<file path="config.mk">
export PLATFORM = sky130hd
export DESIGN_NAME = dds_wave_ctrl
export DESIGN_NICKNAME = d
export VERILOG_FILES = /design/src/rtl/dds_pkg.sv /design/src/rtl/dds_phase_acc.sv /design/src/rtl/dds_wave_ctrl.sv
export SDC_FILE = /design/constraint.sdc
export NUM_CORES = 1
export LEC_CHECK = 0
export CAP_MARGIN = 40
export CELL_PAD_IN_SITES_DETAIL_PLACEMENT = 0
export CELL_PAD_IN_SITES_GLOBAL_PLACEMENT = 1
export CORE_MARGIN = 3
export CORE_UTILIZATION = 41
export CTS_CLUSTER_DIAMETER = 50
export DETAILED_ROUTE_END_ITERATION = 10
export GPL_ROUTABILITY_DRIVEN = 1
export PLACE_DENSITY_LB_ADDON = 0.1
export RECOVER_POWER = 100
export SYNTH_ARGS = -nofsm -noshare
export SYNTH_HDL_FRONTEND = slang
export SYNTH_SLANG_ARGS = --single-unit
</file>
<file path="constraint.sdc">
create_clock -name clk -period 4.15 [get_ports clk]
set_input_delay 0.6225 -clock clk [delete_from_list [all_inputs] [get_ports clk]]
set_output_delay 0.6225 -clock clk [all_outputs]
set_load 0.03 [all_outputs]
</file>
<file path="src/rtl/dds_pkg.sv">
// Shared state type, RAM geometry constants and table-base helper for the DDS wave controller.
// Provides a default sample width when `WIDTH is not supplied by the build.
`ifndef WIDTH
`define WIDTH 16
`endif

package dds_pkg;

  typedef enum logic [1:0] {
    IDLE = 2'd0,
    RUN  = 2'd1,
    HWR  = 2'd2
  } state_e;

  localparam int DDS_DEPTH  = 3072;
  localparam int TABLE_AW   = 10;
  localparam int NUM_TABLES = 3;
  localparam int RAM_AW     = 12;

  function automatic logic [RAM_AW-1:0] sel_base(input logic [1:0] sel);
    return {sel, {TABLE_AW{1'b0}}};
  endfunction

endpackage

</file>
<file path="src/rtl/dds_phase_acc.sv">
// Phase accumulator with loadable frequency word and carry-out (wrap) flag.
// Optional DDS_PHASE_OFFSET_EN: registered poff_i shifts the read phase only.
module dds_phase_acc #(
  parameter int PHASE_W  = 32,
  parameter int TABLE_AW = 10
) (
  input  logic                clk,
  input  logic                rst_n,
  input  logic                clr_i,
  input  logic                adv_i,
  input  logic [PHASE_W-1:0]  fword_i,
  input  logic                fword_ld_i,
`ifdef DDS_PHASE_OFFSET_EN
  input  logic [PHASE_W-1:0]  poff_i,
`endif
  output logic [TABLE_AW-1:0] rd_idx_o,
  output logic                wrap_o
);

  logic [PHASE_W-1:0] phase_q, phase_d;
  logic [PHASE_W-1:0] fword_act_q, fword_act_d;
  logic [PHASE_W:0]   sum;

  assign sum    = {1'b0, phase_q} + {1'b0, fword_act_q};
  assign wrap_o = adv_i & sum[PHASE_W];

  // Clearing wins over advancing so entry to IDLE always lands on phase 0.
  always_comb begin
    phase_d     = phase_q;
    fword_act_d = fword_act_q;
    if (clr_i) begin
      phase_d = '0;
    end else if (adv_i) begin
      phase_d = sum[PHASE_W-1:0];
    end
    if (fword_ld_i) begin
      fword_act_d = fword_i;
    end
  end

  always_ff @(posedge clk or negedge rst_n) begin
    if (!rst_n) begin
      phase_q     <= '0;
      fword_act_q <= '0;
    end else begin
      phase_q     <= phase_d;
      fword_act_q <= fword_act_d;
    end
  end

`ifdef DDS_PHASE_OFFSET_EN
  logic [PHASE_W-1:0] poff_q;
  logic [PHASE_W-1:0] rd_phase;

  always_ff @(posedge clk or negedge rst_n) begin
    if (!rst_n) begin
      poff_q <= '0;
    end else begin
      poff_q <= poff_i;
    end
  end

  assign rd_phase = phase_q + poff_q;
  assign rd_idx_o = rd_phase[PHASE_W-1 -: TABLE_AW];
`else
  assign rd_idx_o = phase_q[PHASE_W-1 -: TABLE_AW];
`endif

endmodule

</file>
<file path="src/rtl/dds_wave_ctrl.sv">
// DDS read sequencer and host-write arbiter in front of the single-port wave RAM.
// Optional DDS_PHASE_OFFSET_EN adds the poff input (read-phase offset).
module dds_wave_ctrl #(
  parameter int PHASE_W    = 32,
  parameter int TABLE_AW   = 10,
  parameter int NUM_TABLES = 3
) (
  input  logic               clk,
  input  logic               rst_n,
  input  logic               en,
  input  logic [PHASE_W-1:0] fword,
  input  logic               fword_ld,
  input  logic [1:0]         wave_sel,
`ifdef DDS_PHASE_OFFSET_EN
  input  logic [PHASE_W-1:0] poff,
`endif
  input  logic               wr_req,
  input  logic [11:0]        wr_addr,
  input  logic [`WIDTH-1:0]  wr_data,
  output logic               wr_ack,
  output logic               wr_err,
  output logic               ram_ena,
  output logic               ram_wea,
  output logic [11:0]        ram_addr,
  output logic [`WIDTH-1:0]  ram_din,
  input  logic [`WIDTH-1:0]  ram_dout,
  output logic [`WIDTH-1:0]  wave_out,
  output logic               wave_valid
);

  localparam int RAM_AW = dds_pkg::RAM_AW;
  localparam logic [RAM_AW-1:0] DEPTH_L = RAM_AW'(dds_pkg::DDS_DEPTH);

  dds_pkg::state_e     state_q, state_d;
  logic                ack_q;
  logic [1:0]          sel_act_q, sel_act_d, sel_lat;
  logic                rd_issue, rd_q;
  logic [`WIDTH-1:0]   wave_out_q, wave_out_d;
  logic                wave_valid_q;
  logic                acc_adv, acc_clr, acc_wrap;
  logic [TABLE_AW-1:0] rd_idx;
  logic [RAM_AW-1:0]   rd_addr;
  logic                wr_bad;

  assign acc_adv = (state_q == dds_pkg::RUN) || ((state_q == dds_pkg::HWR) && en);
  assign acc_clr = (state_d == dds_pkg::IDLE);

  dds_phase_acc #(
    .PHASE_W  (PHASE_W),
    .TABLE_AW (TABLE_AW)
  ) u_acc (
    .clk        (clk),
    .rst_n      (rst_n),
    .clr_i      (acc_clr),
    .adv_i      (acc_adv),
    .fword_i    (fword),
    .fword_ld_i (fword_ld),
`ifdef DDS_PHASE_OFFSET_EN
    .poff_i     (poff),
`endif
    .rd_idx_o   (rd_idx),
    .wrap_o     (acc_wrap)
  );

  assign rd_addr = dds_pkg::sel_base(sel_act_q) + {{(RAM_AW-TABLE_AW){1'b0}}, rd_idx};
  assign wr_bad  = (wr_addr >= DEPTH_L);

  // Table changes only at a phase wrap (or while idle) so a period is never split.
  assign sel_lat   = (wave_sel < 2'(NUM_TABLES)) ? wave_sel : 2'd0;
  assign sel_act_d = ((state_q == dds_pkg::IDLE) || acc_wrap) ? sel_lat : sel_act_q;

  // ack_q blocks a write right after an ack, guaranteeing a read slot in between.
  always_comb begin
    state_d  = state_q;
    ram_ena  = 1'b0;
    ram_wea  = 1'b0;
    ram_addr = '0;
    ram_din  = '0;
    wr_ack   = 1'b0;
    wr_err   = 1'b0;
    rd_issue = 1'b0;
    case (state_q)
      dds_pkg::IDLE, dds_pkg::RUN: begin
        if (wr_req && !ack_q) begin
          state_d = dds_pkg::HWR;
        end else begin
          state_d = en ? dds_pkg::RUN : dds_pkg::IDLE;
        end
        if (state_q == dds_pkg::RUN) begin
          ram_ena  = 1'b1;
          ram_addr = rd_addr;
          rd_issue = 1'b1;
        end
      end
      dds_pkg::HWR: begin
        state_d  = en ? dds_pkg::RUN : dds_pkg::IDLE;
        ram_ena  = 1'b1;
        ram_wea  = !wr_bad;
        ram_addr = wr_addr;
        ram_din  = wr_data;
        wr_ack   = 1'b1;
        wr_err   = wr_bad;
      end
      default: state_d = dds_pkg::IDLE;
    endcase
  end

  assign wave_out_d = rd_q ? ram_dout : wave_out_q;

  always_ff @(posedge clk or negedge rst_n) begin
    if (!rst_n) begin
      state_q      <= dds_pkg::IDLE;
      ack_q        <= 1'b0;
      sel_act_q    <= 2'd0;
      rd_q         <= 1'b0;
      wave_out_q   <= '0;
      wave_valid_q <= 1'b0;
    end else begin
      state_q      <= state_d;
      ack_q        <= wr_ack;
      sel_act_q    <= sel_act_d;
      rd_q         <= rd_issue;
      wave_out_q   <= wave_out_d;
      wave_valid_q <= rd_q;
    end
  end

  assign wave_out   = wave_out_q;
  assign wave_valid = wave_valid_q;

endmodule
</file>
# == Word-level counts from Yosys, hierarchy flattened ==
# Cells that the tools add are included.
# totals
ff_bits,87
latch_bits,0
ramBits,0
rom_bits,0
inputBits,83
out_inout_bits,49
word_cells,40
n_memories,0
# op_classes
addsub,2
n_mul,0
div_mod_pow,0
order_cmp,2
n_eq_ne,2
n_shift,0
muxes,15
bitwise,1
reduce_logical,10
# ops
operator,n
$mux 32,2
$add 32x32->33,1
$pmux 12 s2,1
$mux 16,1
$add 12x10->12,1
$ge 12x12->1 const B,1
$mux 12,1
$mux 1,6
$logic_not 2->1,2
$mux 2,2
$pmux 2 s2,1
$eq 2x1->1 const B,1
$eq 2x2->1 const B,1
$logic_and 1x1->1,2
$logic_not 1->1,2
$logic_or 1x1->1,2
$lt 2x2->1 const B,1
$pmux 1 s2,1
$reduce_bool 2->1,1
$reduce_or 2->1,1
$and 1x1->1,1

# == Logic depth before layout (Yosys ltp) ==
# Gate-level depths: netlist (run 1).
# depth
ltp_word,6
ltp_mapped,10
ltp_nobuf,10

# == Hierarchy ==
# A second synthesis (run 1) with hierarchy kept.
# hier_totals
hier_cells,545
hier_area_um2,5616.6
# by_module_without_submodules
mod,instances,cells_each,area_per_inst_um2,seq_area_each_um2
dds_phase_acc,1,434,4361.7,1601.5
dds_wave_ctrl,1,111,1255.0,575.6

# == Least setup slack after synthesis (run 1) ==
# Ideal clock, no wire load.
# synth_path
path_type,flip-flop to output port
startpoint,register state_q[0]
endpoint,output ram_wea
arrival_time_ns,1.912
slack_ns,1.616
path_stages_with_launch,5
cell_sequence,dfrtp_1 > inv_1 > ha_1 > clkbuf_1 > a21boi_0
# synth_between
elab_chain_len,2
# synth_lines
item,line,rtl
start: declaration,dds_wave_ctrl.sv:34,"dds_pkg::state_e state_q, state_d;"
start signal: assignment,dds_wave_ctrl.sv:112,state_q <= dds_pkg::IDLE;
start signal: assignment,dds_wave_ctrl.sv:119,state_q <= state_d;
$eq 2x2->1,dds_wave_ctrl.sv:82,case (state_q)
$mux 1,dds_wave_ctrl.sv:82,
end: declaration,dds_wave_ctrl.sv:23,"output logic ram_wea,"
# Every way passes these cells.

# == Final worst setup path (run 1) ==
# layout_path
startpoint,register state_q[1]
endpoint,output ram_addr[8]
# layout_between
elab_chain_len,3
elab_cells_between_ends,6
classes_between,2 x eq/ne; 2 x mux; 2 x reduce/logical
# layout_lines
item,line,rtl
$eq 2x1->1 or $logic_not 2->1 (tied branches),"dds_wave_ctrl.sv:82, dds_wave_ctrl.sv:89",
$mux 12 or $reduce_or 2->1 (tied branches),"dds_wave_ctrl.sv:89, dds_wave_ctrl.sv:82",
$pmux 12 s2 *,dds_wave_ctrl.sv:82,
end: declaration,dds_wave_ctrl.sv:24,"output logic [11:0] ram_addr,"
# Every way passes the cells marked *; elsewhere a longest branch is shown, timed or not.

==> impl_metrics.ini, run 1 <==
[timing]
skew_ns = 0.0105
max_freq_mhz = 331
whs_ns = 0.487
tightest_slew_ns = 1.93
rsz0062_at_grt = no
period_share_pct = 72.8
fin_setup_tns_ns = 0
final_hold_viol_count = 0
finalMaxSlewViolations = 67
maxSlewHeadroom_pct = -28.3
setup_violations = 0
fin_crit_ns = 3.02

[die]
die_h_um = 120
die-area_mm2 = 0.0143
coreArea_mm2 = 0.0123
start_util_pct = 43.1
io_pins = 132
fp.dieW_um = 120
num_rows = 40

[power]
p_sw_mw = 1.86
power.combinational.fraction_pct = 52.1
power_frac_seq_pct = 28.4
p_leak_nw = 3.17
switching_share_pct = 42.7
ir_drop_uv = 324
powerDensity_mw_per_mm2 = 618
pwr-share-clk_pct = 19.5
p_int_mw = 2.51

[run]
max_cap_viol_count = 2

[placed_design]
place_inst = 828
post_dp_cell_area_mm2 = 0.00680
gp_congestion = 0.925
dp_hpwl_um = 10600
port-buffer-count = 131

[critical_path]
cp_max_fo = 16
crit_type = flip-flop to primary output
crit_path_max_incr_delay_ns = 0.75
path_cells = inv_1, ha_1, a22oi_1, nor2_1, dlygate4sd3_1
required_ns = 3.53
rrSetupSlack_ns = 1.21
crit_slowest_cell = dlygate4sd3_1
crit_arrival_ns = 2.40
end_kind = primary output
crit_path_start_kind = flip-flop

[clock_network]
ctsHoldBuffers = 0
cts_num_sinks = 87
cts_root_buf = clkbuf_16
htree_levels = 3
cts_made_buffers = 9
clk_pin_slew_ns = 0.07
cts_tree = done
cts_buffer_depth = 2
post_cts_resized = 0
post-cts-setup-buffers = 0
clkLatencyLatePin_ns = 0.35

[grt]
grt_pass1_wl_um = 23200
grt_overflow_total = 0
antenna_found_initial = 0
gr-usage-all-layers_pct = 19.9
grt_pass1_vias = 4484
grt_max_degree = 57

[yosys]
synth_area_leaders = dfrtp_1 41%, mux2_2 10%, ha_1 8.5%, o21ai_0 4.5%, nand2_1 4.0%
netlist_area_mm2 = 0.00531
ys_async_sr_fraction_pct = 100
synth_cells = 547
ys_seq_area_share_pct = 41.0
synth_nets = 667
yosysWarnings = 0
syn_avg_cell_area_um2 = 9.70
synth_enable_flop_cells = 0
synth_most_common_cell = dfrtp_1
synth_top_area_share_pct = 41.0
synth-seq-cells = 87
synth_top_area_cell = dfrtp_1
synth.distinct_cells = 53
ys.flop_type = dfrtp_1
yosys-top-cells-count = 87 x dfrtp_1, 57 x nand2_1, 49 x mux2_2

[route]
drc = 0
avgRoutedWirePerCell_um = 16.5
routed_via_density = 5.41
first_pass_iters = 6
drt_first_iter_violations = 255
ant_nets = 0
wl_um = 13900
vias = 4569

[cells_and_area]
design_area_mm2 = 0.00707
syn_to_final_growth_pct = 33.2
num_antenna_cells = 0
finalNonFillerCells = 844
drive_above_1_share_pct = 10.9
layout.nets = 791

[hold_path]
hold_class = flip-flop to flip-flop

[run_status]
status = complete, but fails checks
failed_checks = max-capacitance violations, max-slew violations
## power groups by stage
stage                     registers (mW)  clock network [mW]  logic [mW]
after global placement              1.25                   0        2.31
after CTS                           1.25               0.880        2.37
after floorplan                     1.37                   0        1.45
final                               1.24               0.852        2.28
after global routing                1.27               0.911        2.51
after detailed placement            1.26                   0        2.36
## state kept, by name, summed over array words and instances, names as in the netlist
name / count
u_acc.fword_act_q: 32
rd_q: 1
sel_act_q: 2
wave_out: 16
ack_q: 1
wave_valid: 1
u_acc.phase_q: 32
state_q: 2
## per-layer routing
metal / GRT usage (%) / vias to the layer above / part of all wire (%)
met5: 0 / - / 0
met3: 4.57 / 11 / 5.8
met1: 28.0 / 2181 / 48
li1: - / 2225 / -
met4: 5.23 / 0 / 1.0
met2: 30.9 / 152 / 45
## critical path, delay by kind of cell, from the launching register on
family,cells,cell delay (ns)
AO/OA/AOI/OAI,1,0.18
adder cells (fa/ha/maj),1,0.52
buffers and inverters,2,0.84
flip-flops,1,0.40
AND/OR/NAND/NOR,1,0.11
## path summary, 6_finish.rpt
path / from / to / cells past startpoint
worst max-delay path: state_q[1] / ram_addr[8] / 5
worst min-delay path: u_acc.phase_q[10] / u_acc.phase_q[10] / 2
worst max register to register: u_acc.phase_q[0] / u_acc.phase_q[30] / 10
worst min register to register: u_acc.phase_q[10] / u_acc.phase_q[10] / 2
max in group asynchronous: rst_n / u_acc.fword_act_q[19] / 2
min in group asynchronous: rst_n / wave_out[10] / 1
## through the flow
step	power, mW	setup slack, ns	utilization (%)
finish	4.37	1.13	57.4
global route	4.69	0.669	57.4
CTS	4.50	1.17	57.8
detailed placement	3.63	1.35	55.3
global placement	3.56	1.28	54.8
floorplan	2.82	1.62	-
## logic make-up (layout without fill, tap and decap cells)
kind of cell / after synthesis / count (layout) / share of synthesized area, %
xor+xnor: 23 / 23 / 3.80
fa+ha+maj: 37 / 37 / 8.86
flops: 87 / 87 / 41.0
mux: 52 / 52 / 11.0
simple gates: 155 / 155 / 14.1
compound gates: 159 / 159 / 18.7
buf+inv: 34 / 163 / 2.57
## cells in the final DEF (no fill, tap or decap), types with 8 or more instances in the layout
master            n
a21o_1           15
a21oi_1          42
a22oi_1          13
and2_1           16
and3_1            8
clkbuf_16         9
clkdlybuf4s50_1  80
dfrtp_1          87
dlygate4sd3_1    50
ha_1             36
inv_1            11
mux2_2           49
nand2_1          57
nor2_1           30
o21ai_0          49
xnor2_1          10
xor2_1           13
## final cells by class
cell class	count	area, um^2
clock buffer	9	225
clock inverter	7	83.8
fill	1121	5240
inverter	11	41.3
multi-input combinational	426	2990
sequential	87	2180
tap	168	210
timing repair buffer	136	1340
Power figures use the tool's default switching activity.
==> run 2, diff against run 1 <==
--- a/config.mk
+++ b/config.mk
@@ -9,7 +9,7 @@
 export CELL_PAD_IN_SITES_DETAIL_PLACEMENT = 0
 export CELL_PAD_IN_SITES_GLOBAL_PLACEMENT = 1
 export CORE_MARGIN = 3
-export CORE_UTILIZATION = 41
+export CORE_UTILIZATION = 34
 export CTS_CLUSTER_DIAMETER = 50
 export DETAILED_ROUTE_END_ITERATION = 10
 export GPL_ROUTABILITY_DRIVEN = 1
==> constraint.sdc (replaced) <==
create_clock -name clk -period 2.7 [get_ports clk]
set_input_delay 0.405 -clock clk [delete_from_list [all_inputs] [get_ports clk]]
set_output_delay 0.405 -clock clk [all_outputs]
set_load 0.03 [all_outputs]
==> impl_metrics.ini, run 2 (synthesis gave the netlist of run 1 again) <==
[grt]
grt_overflow_total = 0
grt_pass1_wl_um = 23000
antenna_found_initial = 0
grt_max_degree = 52
gr-usage-all-layers_pct = 16.9
grt_pass1_vias = 4514

[placed_design]
place_inst = 886
port-buffer-count = 131
dp_hpwl_um = 10800
gp_congestion = 0.852

[timing]
fin_crit_ns = 2.60
rsz0062_at_grt = yes
tightest_slew_ns = 2.01
maxSlewHeadroom_pct = -34.2
setup_violations = 0
skew_ns = 0.0159
final_hold_viol_count = 0
max_freq_mhz = 384
finalMaxSlewViolations = 37
period_share_pct = 96.4

[clock_network]
cts_made_buffers = 9
cts_tree = done
cts_num_sinks = 87
htree_levels = 3
cts_buffer_depth = 2
clk_pin_slew_ns = 0.07
clkLatencyLatePin_ns = 0.35
ctsHoldBuffers = 0
cts_root_buf = clkbuf_16

[cells_and_area]
final_common_cell = clkdlybuf4s50_1
fin_util_pct = 48.3
layout.nets = 809
fillers = 1419
drive_above_1_share_pct = 14.8
finalNonFillerCells = 905
num_antenna_cells = 0
syn_to_final_growth_pct = 39.0
final_cell_mix = 100 x clkdlybuf4s50_1, 87 x dfrtp_1, 57 x nand2_1

[power]
powerDensity_mw_per_mm2 = 926
p_sw_mw = 2.91
power_frac_seq_pct = 28.0
power_mw = 6.83
switching_share_pct = 42.6
ir_drop_uv = 359
pwr-share-clk_pct = 17.5
p_leak_nw = 3.38
power.combinational.fraction_pct = 54.5
p_int_mw = 3.92

[critical_path]
crit_start = u_acc.fword_act_q[11]
critPathBufInv = 1
crit_arrival_ns = 2.84
crit_path_max_incr_delay_ns = 0.39
crit_path_start_kind = flip-flop
required_ns = 2.94
crit_type = flip-flop to flip-flop
cp_max_fo = 3
end_kind = flip-flop
path_cells = ha_1, a21o_1, a21o_1, a211oi_4, a2111oi_4, buf_4, o2111a_1, or3_1, a32o_2
cp_common_cell = a21o_1
path_delay_family = compound AO/OA/AOI/OAI gates
crit_slowest_cell = dfrtp_1
r2r-start = u_acc.fword_act_q[11]

[route]
drt_first_iter_violations = 157
ant_nets = 0
routed_via_density = 5.04
vias = 4559
wl_um = 14100
first_pass_iters = 4
avgRoutedWirePerCell_um = 15.6
drc = 0

[die]
start_util_pct = 34.8
io_pins = 132
die-area_mm2 = 0.0171
die_h_um = 131
num_rows = 45
coreArea_mm2 = 0.0153
fp.dieW_um = 131

[hold_path]
hold_class = flip-flop to flip-flop
hold_start = u_acc.phase_q[11]

[run_status]
status = complete, but fails checks
failed_checks = max-capacitance violations, max-slew violations

[run]
max_cap_viol_count = 1
run 2: cell count changes in the layout (fill, tap and decap cells not counted), sizes merged:
cell	delta
dlymetal6s2s	+12
dlygate4sd3	-32
inv	-2
clkdlybuf4s50	+20
clkinvlp	+2
buf	+19
bufinv	-1
run 2: timing repair:
action / CTS / global route
buffers inserted: 0 / 3
pin swaps: 2 / 4
setup endpoints to repair: 14 / 20
gates resized for setup: 4 / 23
run 2: power by group through the flow:
| stage | sequential [mW] | clock [mW] | combinational (mW) |
|---|---|---|---|
| 3_5_place_dp | 1.95 | 0 | 3.74 |
| 2_1_floorplan | 2.11 | 0 | 2.23 |
| 3_3_place_gp | 1.92 | 0 | 3.73 |
| 6_report | 1.91 | 1.20 | 3.73 |
| 4_1_cts | 1.92 | 1.24 | 3.77 |
| 5_1_grt | 1.97 | 1.29 | 4.15 |
run 2: area by class of cell:
type	instances	area [um^2]	share of cell area, %
Clock buffer	10	229	3.10
Clock inverter	6	52.6	0.712
Inverter	11	41.3	0.560
Multi-Input combinational cell	426	3070	41.7
Sequential cell	87	2180	29.5
Tap cell	211	264	3.58
Timing Repair Buffer	154	1540	20.9
run 2: stage by stage:
stage	hold WS (ns)	setup WS [ns]	TNS (ns)	instance area, um^2
after floorplan	0.109	0.250	0	5310
after global placement	0.396	0.0661	0	6970
after detailed placement	0.396	0.00951	0	6970
after CTS	0.00920	0.0131	0	7270
after global routing	0.515	-0.0632	-0.140	7380
final	0.489	0.0975	0	7380
run 2: worst paths after layout:
| check | end | slack (ns) | cells past startpoint |
|---|---|---|---|
| worst max-delay path | u_acc.phase_q[30] | 0.1 | 9 |
| worst min register to register | u_acc.phase_q[11] | 0.49 | 2 |
| worst max register to register | u_acc.phase_q[30] | 0.1 | 9 |
| min in group asynchronous | wave_out[4] | 0.61 | 1 |
| max in group asynchronous | u_acc.phase_q[21] | 0.92 | 1 |
| worst min-delay path | u_acc.phase_q[11] | 0.49 | 2 |
run 2: worst reg2reg max path: stages, from the launching register on:
cell	delay, ns
dfrtp_1	0.39
ha_1	0.33
a21o_1	0.20
a21o_1	0.21
a211oi_4	0.31
a2111oi_4	0.11
buf_4	0.14
o2111a_1	0.23
or3_1	0.30
a32o_2	0.26
run 2: routing by layer:
layer  wire (um)  global-route usage [%]  vias to the layer above
met5           0                       0                        -
met4         193                    5.44                        0
met3         796                    3.29                       14
met2        6130                    26.2                      121
met1        7030                    23.8                     2148
li1            -                       -                     2276
